File: src/rtl/arbiter_pkg.sv
// Shared constants and state encoding for the 4-requester round-robin arbiter.
// The decoder-side bench imports this package for its expected-value checks.
package arbiter_pkg;
    localparam int NREQ  = 4;
    localparam int IDX_W = 2;

    typedef enum logic {
        ST_IDLE = 1'b0,
        ST_BUSY = 1'b1
    } state_e;
endpackage

File: src/rtl/rr_pick4.sv
// Combinational round-robin pick: the first set request at or after ptr, mod 4.
// The request vector is rotated so that ptr lands on bit 0, searched with fixed priority, then un-rotated.
module rr_pick4
    import arbiter_pkg::*;
(
    input  logic [NREQ-1:0]  req,
    input  logic [IDX_W-1:0] ptr,
    output logic [IDX_W-1:0] idx,
    output logic             any
);

    logic [NREQ-1:0]  rot;
    logic [IDX_W-1:0] off;

    always_comb begin
        rot = (req >> ptr) | (req << (NREQ - int'(ptr)));
        off = '0;
        // Walk downwards so that the lowest set bit is the last one written.
        for (int i = NREQ - 1; i >= 0; i--) begin
            if (rot[i]) off = IDX_W'(i);
        end
        idx = off + ptr;
        any = |req;
    end

endmodule

File: src/rtl/arbiter4_rr.sv
// Four-requester round-robin arbiter with grant hold, owner release and hold-limit timeout.
// Feeds a registered grant index and valid flag to the downstream 2-to-4 decoder.
module arbiter4_rr
    import arbiter_pkg::*;
#(
    parameter int HOLD_MAX = 15
) (
    input  logic             clk,
    input  logic             reset,
    input  logic [NREQ-1:0]  req,
    input  logic             done,
    output logic [IDX_W-1:0] grant_idx,
    output logic             grant_valid,
    output logic             timeout
);

    localparam int CNT_W = (HOLD_MAX < 1) ? 1 : $clog2(HOLD_MAX + 1);
    localparam logic [CNT_W-1:0] HOLD_CNT = CNT_W'(HOLD_MAX);

    state_e           state_q, state_d;
    logic [IDX_W-1:0] ptr_q, ptr_d;
    logic [IDX_W-1:0] idx_q, idx_d;
    logic             valid_q, valid_d;
    logic             timeout_q, timeout_d;
    logic [CNT_W-1:0] count_q, count_d;

    logic [IDX_W-1:0] pick_idx;
    logic             pick_any;

    rr_pick4 u_pick (
        .req (req),
        .ptr (ptr_q),
        .idx (pick_idx),
        .any (pick_any)
    );

    always_comb begin
        state_d   = state_q;
        ptr_d     = ptr_q;
        idx_d     = idx_q;
        valid_d   = valid_q;
        timeout_d = 1'b0;
        count_d   = count_q;
        case (state_q)
            ST_IDLE: begin
                valid_d = 1'b0;
                if (pick_any) begin
                    idx_d   = pick_idx;
                    valid_d = 1'b1;
                    count_d = CNT_W'(1);
                    state_d = ST_BUSY;
                end
            end
            ST_BUSY: begin
                // Owner release outranks the hold limit, so a coincident done never flags a timeout.
                if (done || !req[idx_q]) begin
                    valid_d = 1'b0;
                    ptr_d   = idx_q + 1'b1;
                    count_d = '0;
                    state_d = ST_IDLE;
                end else if (HOLD_MAX != 0 && count_q == HOLD_CNT) begin
                    valid_d   = 1'b0;
                    timeout_d = 1'b1;
                    ptr_d     = idx_q + 1'b1;
                    count_d   = '0;
                    state_d   = ST_IDLE;
                end else if (HOLD_MAX != 0) begin
                    count_d = count_q + 1'b1;
                end
            end
        endcase
    end

    always_ff @(posedge clk) begin
        if (reset) begin
            state_q   <= ST_IDLE;
            ptr_q     <= '0;
            idx_q     <= '0;
            valid_q   <= 1'b0;
            timeout_q <= 1'b0;
            count_q   <= '0;
        end else begin
            state_q   <= state_d;
            ptr_q     <= ptr_d;
            idx_q     <= idx_d;
            valid_q   <= valid_d;
            timeout_q <= timeout_d;
            count_q   <= count_d;
        end
    end

    assign grant_idx   = idx_q;
    assign grant_valid = valid_q;
    assign timeout     = timeout_q;

endmodule

File: config.mk
export PLATFORM = sky130hd
export DESIGN_NAME = arbiter4_rr
export DESIGN_NICKNAME = d
export VERILOG_FILES = /design/src/rtl/arbiter_pkg.sv /design/src/rtl/rr_pick4.sv /design/src/rtl/arbiter4_rr.sv
export SDC_FILE = /design/constraint.sdc
export NUM_CORES = 1
export LEC_CHECK = 0
export CORE_MARGIN = 5
export CORE_UTILIZATION = 25
export DETAILED_ROUTE_END_ITERATION = 10
export PLACE_DENSITY = 0.43
export SLEW_MARGIN = 30
export SYNTH_ARGS = -nofsm -noshare
export SYNTH_HDL_FRONTEND = slang
export SYNTH_SLANG_ARGS = --single-unit
File: constraint.sdc
create_clock -name clk -period 2.8 [get_ports clk]
set_input_delay 0.84 -clock clk [delete_from_list [all_inputs] [get_ports clk]]
set_output_delay 0.84 -clock clk [all_outputs]
set_load 0.01 [all_outputs]
==> impl_results.md <==
* Outcome: finished, final reports clean
* Kind of start point of the critical path: input port
* Setup-failing EPs final at 0
* Leading cell types by total area after synthesis: sky130_fd_sc_hd__dfxtp_1 30%, sky130_fd_sc_hd__mux4_2 6.2%, sky130_fd_sc_hd__mux2i_1 5.5%, sky130_fd_sc_hd__ha_1 5.1%, sky130_fd_sc_hd__nor2_1 4.6%
* Total number of yosys warnings at 0
* Category of the critical setup timing path: in -> reg
* Largest area contributor in the netlist: sky130_fd_sc_hd__dfxtp_1
* Global route overflow at 0
* Number of nets in the finished design at around 120
* Clock group share of total power at between 20% and 30%
* Combinational power share at approximately 43%
* Iteration-0 DRC count of the detailed router at 11
* Final clock period utilization by the worst path at between 90 and 100%
* Yosys top cell area share at roughly 30%
* Top cell family by delay on the critical path: buffers and inverters
* Total wirelength of the detailed-routed design at 1743 um
* Detailed-route wire length per cell at approximately 13 um
* Count of buffering cells on the critical path with inverters included at 2
* Total half-perimeter wirelength after legalization and detailed placement at 1371 um
* Setup repair after global routing missed its margin: false
* Placeable Area at 2781 um^2
* Nature of the critical path endpoint: flip-flop
* Leakage power at between 0.4 and 0.5 nW
* Die Ht at between 60 and 70 um
* Overall power of the completed layout at 0.0005205 W
* Power per standard cell area at 521.3 nW/um^2
* Post-synth EDFFs at 0
* Switching power summed over all nets at 0.0001691 W
* Largest fanout of any net on the critical path at 4
* TritonCTS clock tree: yes
* Mapped Nets at 90
* Part of the Yosys area used for sequential elements at 30.19%
* Number of storage elements in the synthesis netlist at 11
* Required time at the worst-slack endpoint at slightly below 3 ns
* Die area at just over 4000 um^2
* Post-Place Worst Slack at -0.2078 ns
* Critical path cell sequence: clkdlybuf4s50_1 -> buf_4 -> mux4_2 -> nor3b_1 -> ha_1 -> xnor2_2 -> nand2_1 -> o311ai_1
* Clock latency of the later-clocked register in the worst-skew pair at between 0.2 and 0.3 ns
* Proportion of layout cells with a drive suffix above 1 at about 28%
* Ant diodes at 0
* Antenna violation net count after detailed routing at 0
* Root buffer selected by CTS: sky130_fd_sc_hd__clkbuf_4
* DRC Markers at 0
* Final max-slew violation count at 0
* Max Freq at approximately 380 MHz
* Switching share of power at around a third
* Detailed-routing iteration count for the pre-antenna-repair pass at 4
* Quantity of hold-fixing buffers added after cts at 0
* Critical Path Max Stage Delay at between 0.4 and 0.5 ns
* Vias after detailed routing at 682
* Post-route minimum period at roughly 2.6 ns
* Chip Width at ~64 um
* Synthesized area at about 730 um^2
* Summed negative setup slack over all endpoints at 0 ns
* Starting utilization of the core area at roughly a quarter
* Cell total after placement at around 130
* Via count of the first global-routing pass at approximately 680
* Minimum setup slack in the final design at about 0.16 ns
* Per-instance average area after synthesis at just over 9 um^2
* Port Buffers at 10
* Signal arrival time at the worst endpoint at 2.81 ns
* Most common flop cell mapped by yosys: sky130_fd_sc_hd__dfxtp_1
* Share of total power in sequential cells at a little over a third
* Number of buffers inserted during clock tree synthesis at 3
* Post-detailed-route via-to-cell ratio at ~5.0
* Number of hold-slack violations in the final timing report at 0
* Most used standard cells in the synthesized netlist: 11 x sky130_fd_sc_hd__dfxtp_1, 9 x sky130_fd_sc_hd__nor2_1, 6 x sky130_fd_sc_hd__inv_1, 6 x sky130_fd_sc_hd__o21ai_0
* Worst IR Drop VDD at between 0.2 and 0.3 mV
* Antenna violations before repair at 0
* Number of rows created at floorplan at 19
* Global-route wire length before repair at about 3000 um
* GRT Util Overall at between 8 and 9%
* Transition at the pin with the smallest max-transition slack at between 0.4 and 0.5 ns
* CTS clk-pin slew, worst paths at 0.07 ns
* Internal Power at between 0.0003 and 0.0004 W
* Max capacitance violation total at 0
* Slew margin rel. at a little under three quarters
* Layout-stage area growth over the synthesis result at 36.88%
* Async set-or-reset flop fraction in the synthesized netlist at 0%
* H-Tree Depth at 1
* Buffers inserted by post-CTS timing repair at 0
* CTS Buffer Depth at 2
* Synth Instances at 80
* Hold WC Path Type: reg -> reg
* Number of unique standard cell types used by synthesis at 33
* Post-route clock skew at roughly 0.0067 ns
* Top-Level Pins at 11
* Maximum number of pins on one net before global-route repair at 11
* Most common cell in the synthesized netlist: sky130_fd_sc_hd__dfxtp_1
* Non-filler instance count after layout at about 140
* Slowest cell on the critical path: sky130_fd_sc_hd__mux4_2
* GPL Wtd Cong at 0.8019
* Clock tree sinks at 11
==> path summary, 6_finish.rpt <==
check | to | from | cells after the start | slack [ns]
setup / recovery | grant_idx[1] | req[3] | 8 | 0.16
hold / removal | grant_valid | grant_valid | 1 | 0.47
setup reg to reg | grant_idx[1] | ptr_q[1] | 11 | 0.36
hold reg to reg | grant_valid | grant_valid | 1 | 0.47
==> routing by layer <==
layer | GRT usage, % | wire length, um | vias up
met4 | 0.7792 | 0 | 0
li1 | - | - | 356
met1 | 12.23 | 938 | 314
met3 | 3.327 | 54 | 0
met2 | 13.57 | 750 | 12
met5 | 0 | 0 | -
==> per-stage QoR <==
stage | utilization (%) | hold slack (ns) | area (um^2)
final | 35.90 | 0.4695 | 998.5
after global routing | 35.90 | 0.4917 | 998.5
after CTS | 35.27 | 0.4787 | 980.9
after detailed placement | 34.32 | 0.4637 | 954.7
after global placement | 34.32 | 0.4522 | 954.7
after floorplan | - | 0.4341 | 729.5
==> power by group through the flow <==
stage | clock network, W | registers [W] | logic, W
finish | 0.000107 | 0.000190 | 0.000224
CTS | 0.000117 | 0.000190 | 0.000217
global route | 0.000123 | 0.000193 | 0.000245
floorplan | 0 | 0.000196 | 0.000135
detailed placement | 0 | 0.000194 | 0.000216
global placement | 0 | 0.000194 | 0.000217
==> placed cells by master, fill, tap and decap left out, drive strengths merged <==
cell / instances
a2111oi: 1
a211oi: 2
a21o: 2
a21oi: 1
a221oi: 2
a31oi: 1
a32o: 2
and2: 1
and2b: 2
and3: 2
buf: 13
clkbuf: 4
clkdlybuf4s50: 9
dfxtp: 11
dlymetal6s2s: 1
ha: 3
inv: 6
mux2: 3
mux2i: 4
mux4: 2
nand2: 4
nand2b: 1
nand3: 3
nand4: 1
nor2: 9
nor3: 1
nor3b: 1
nor4: 1
o21a: 1
o21ai: 6
o311ai: 2
o31ai: 1
or2: 1
xnor2: 2
==> registers in the layout, summed over array words and instances, names as in the netlist <==
name / count
state_q: 1
grant_idx: 2
timeout: 1
grant_valid: 1
count_q: 4
ptr_q: 2
==> cell type report <==
class,instances,area (um^2)
fill,288,1783
multi-input combinational,62,490.5
sequential,11,220.2
timing repair buffer,23,200.2
tap,31,38.79
clock buffer,4,26.28
inverter,6,22.52
==> timing repair <==
action | CTS | global route
hold endpoints to repair | 0 | 0
resized for setup | 0 | 5
endpoints found under the setup margin | 0 | 1
==> logic make-up after synthesis <==
logic type      share of synthesized area (%)
mux                                     16.29
xor+xnor                                2.402
simple gates                            18.87
buf+inv                                 4.631
fa+ha+maj                               5.146
compound gates                          22.47
flops                                   30.19
(Power assumes the default switching activity.)
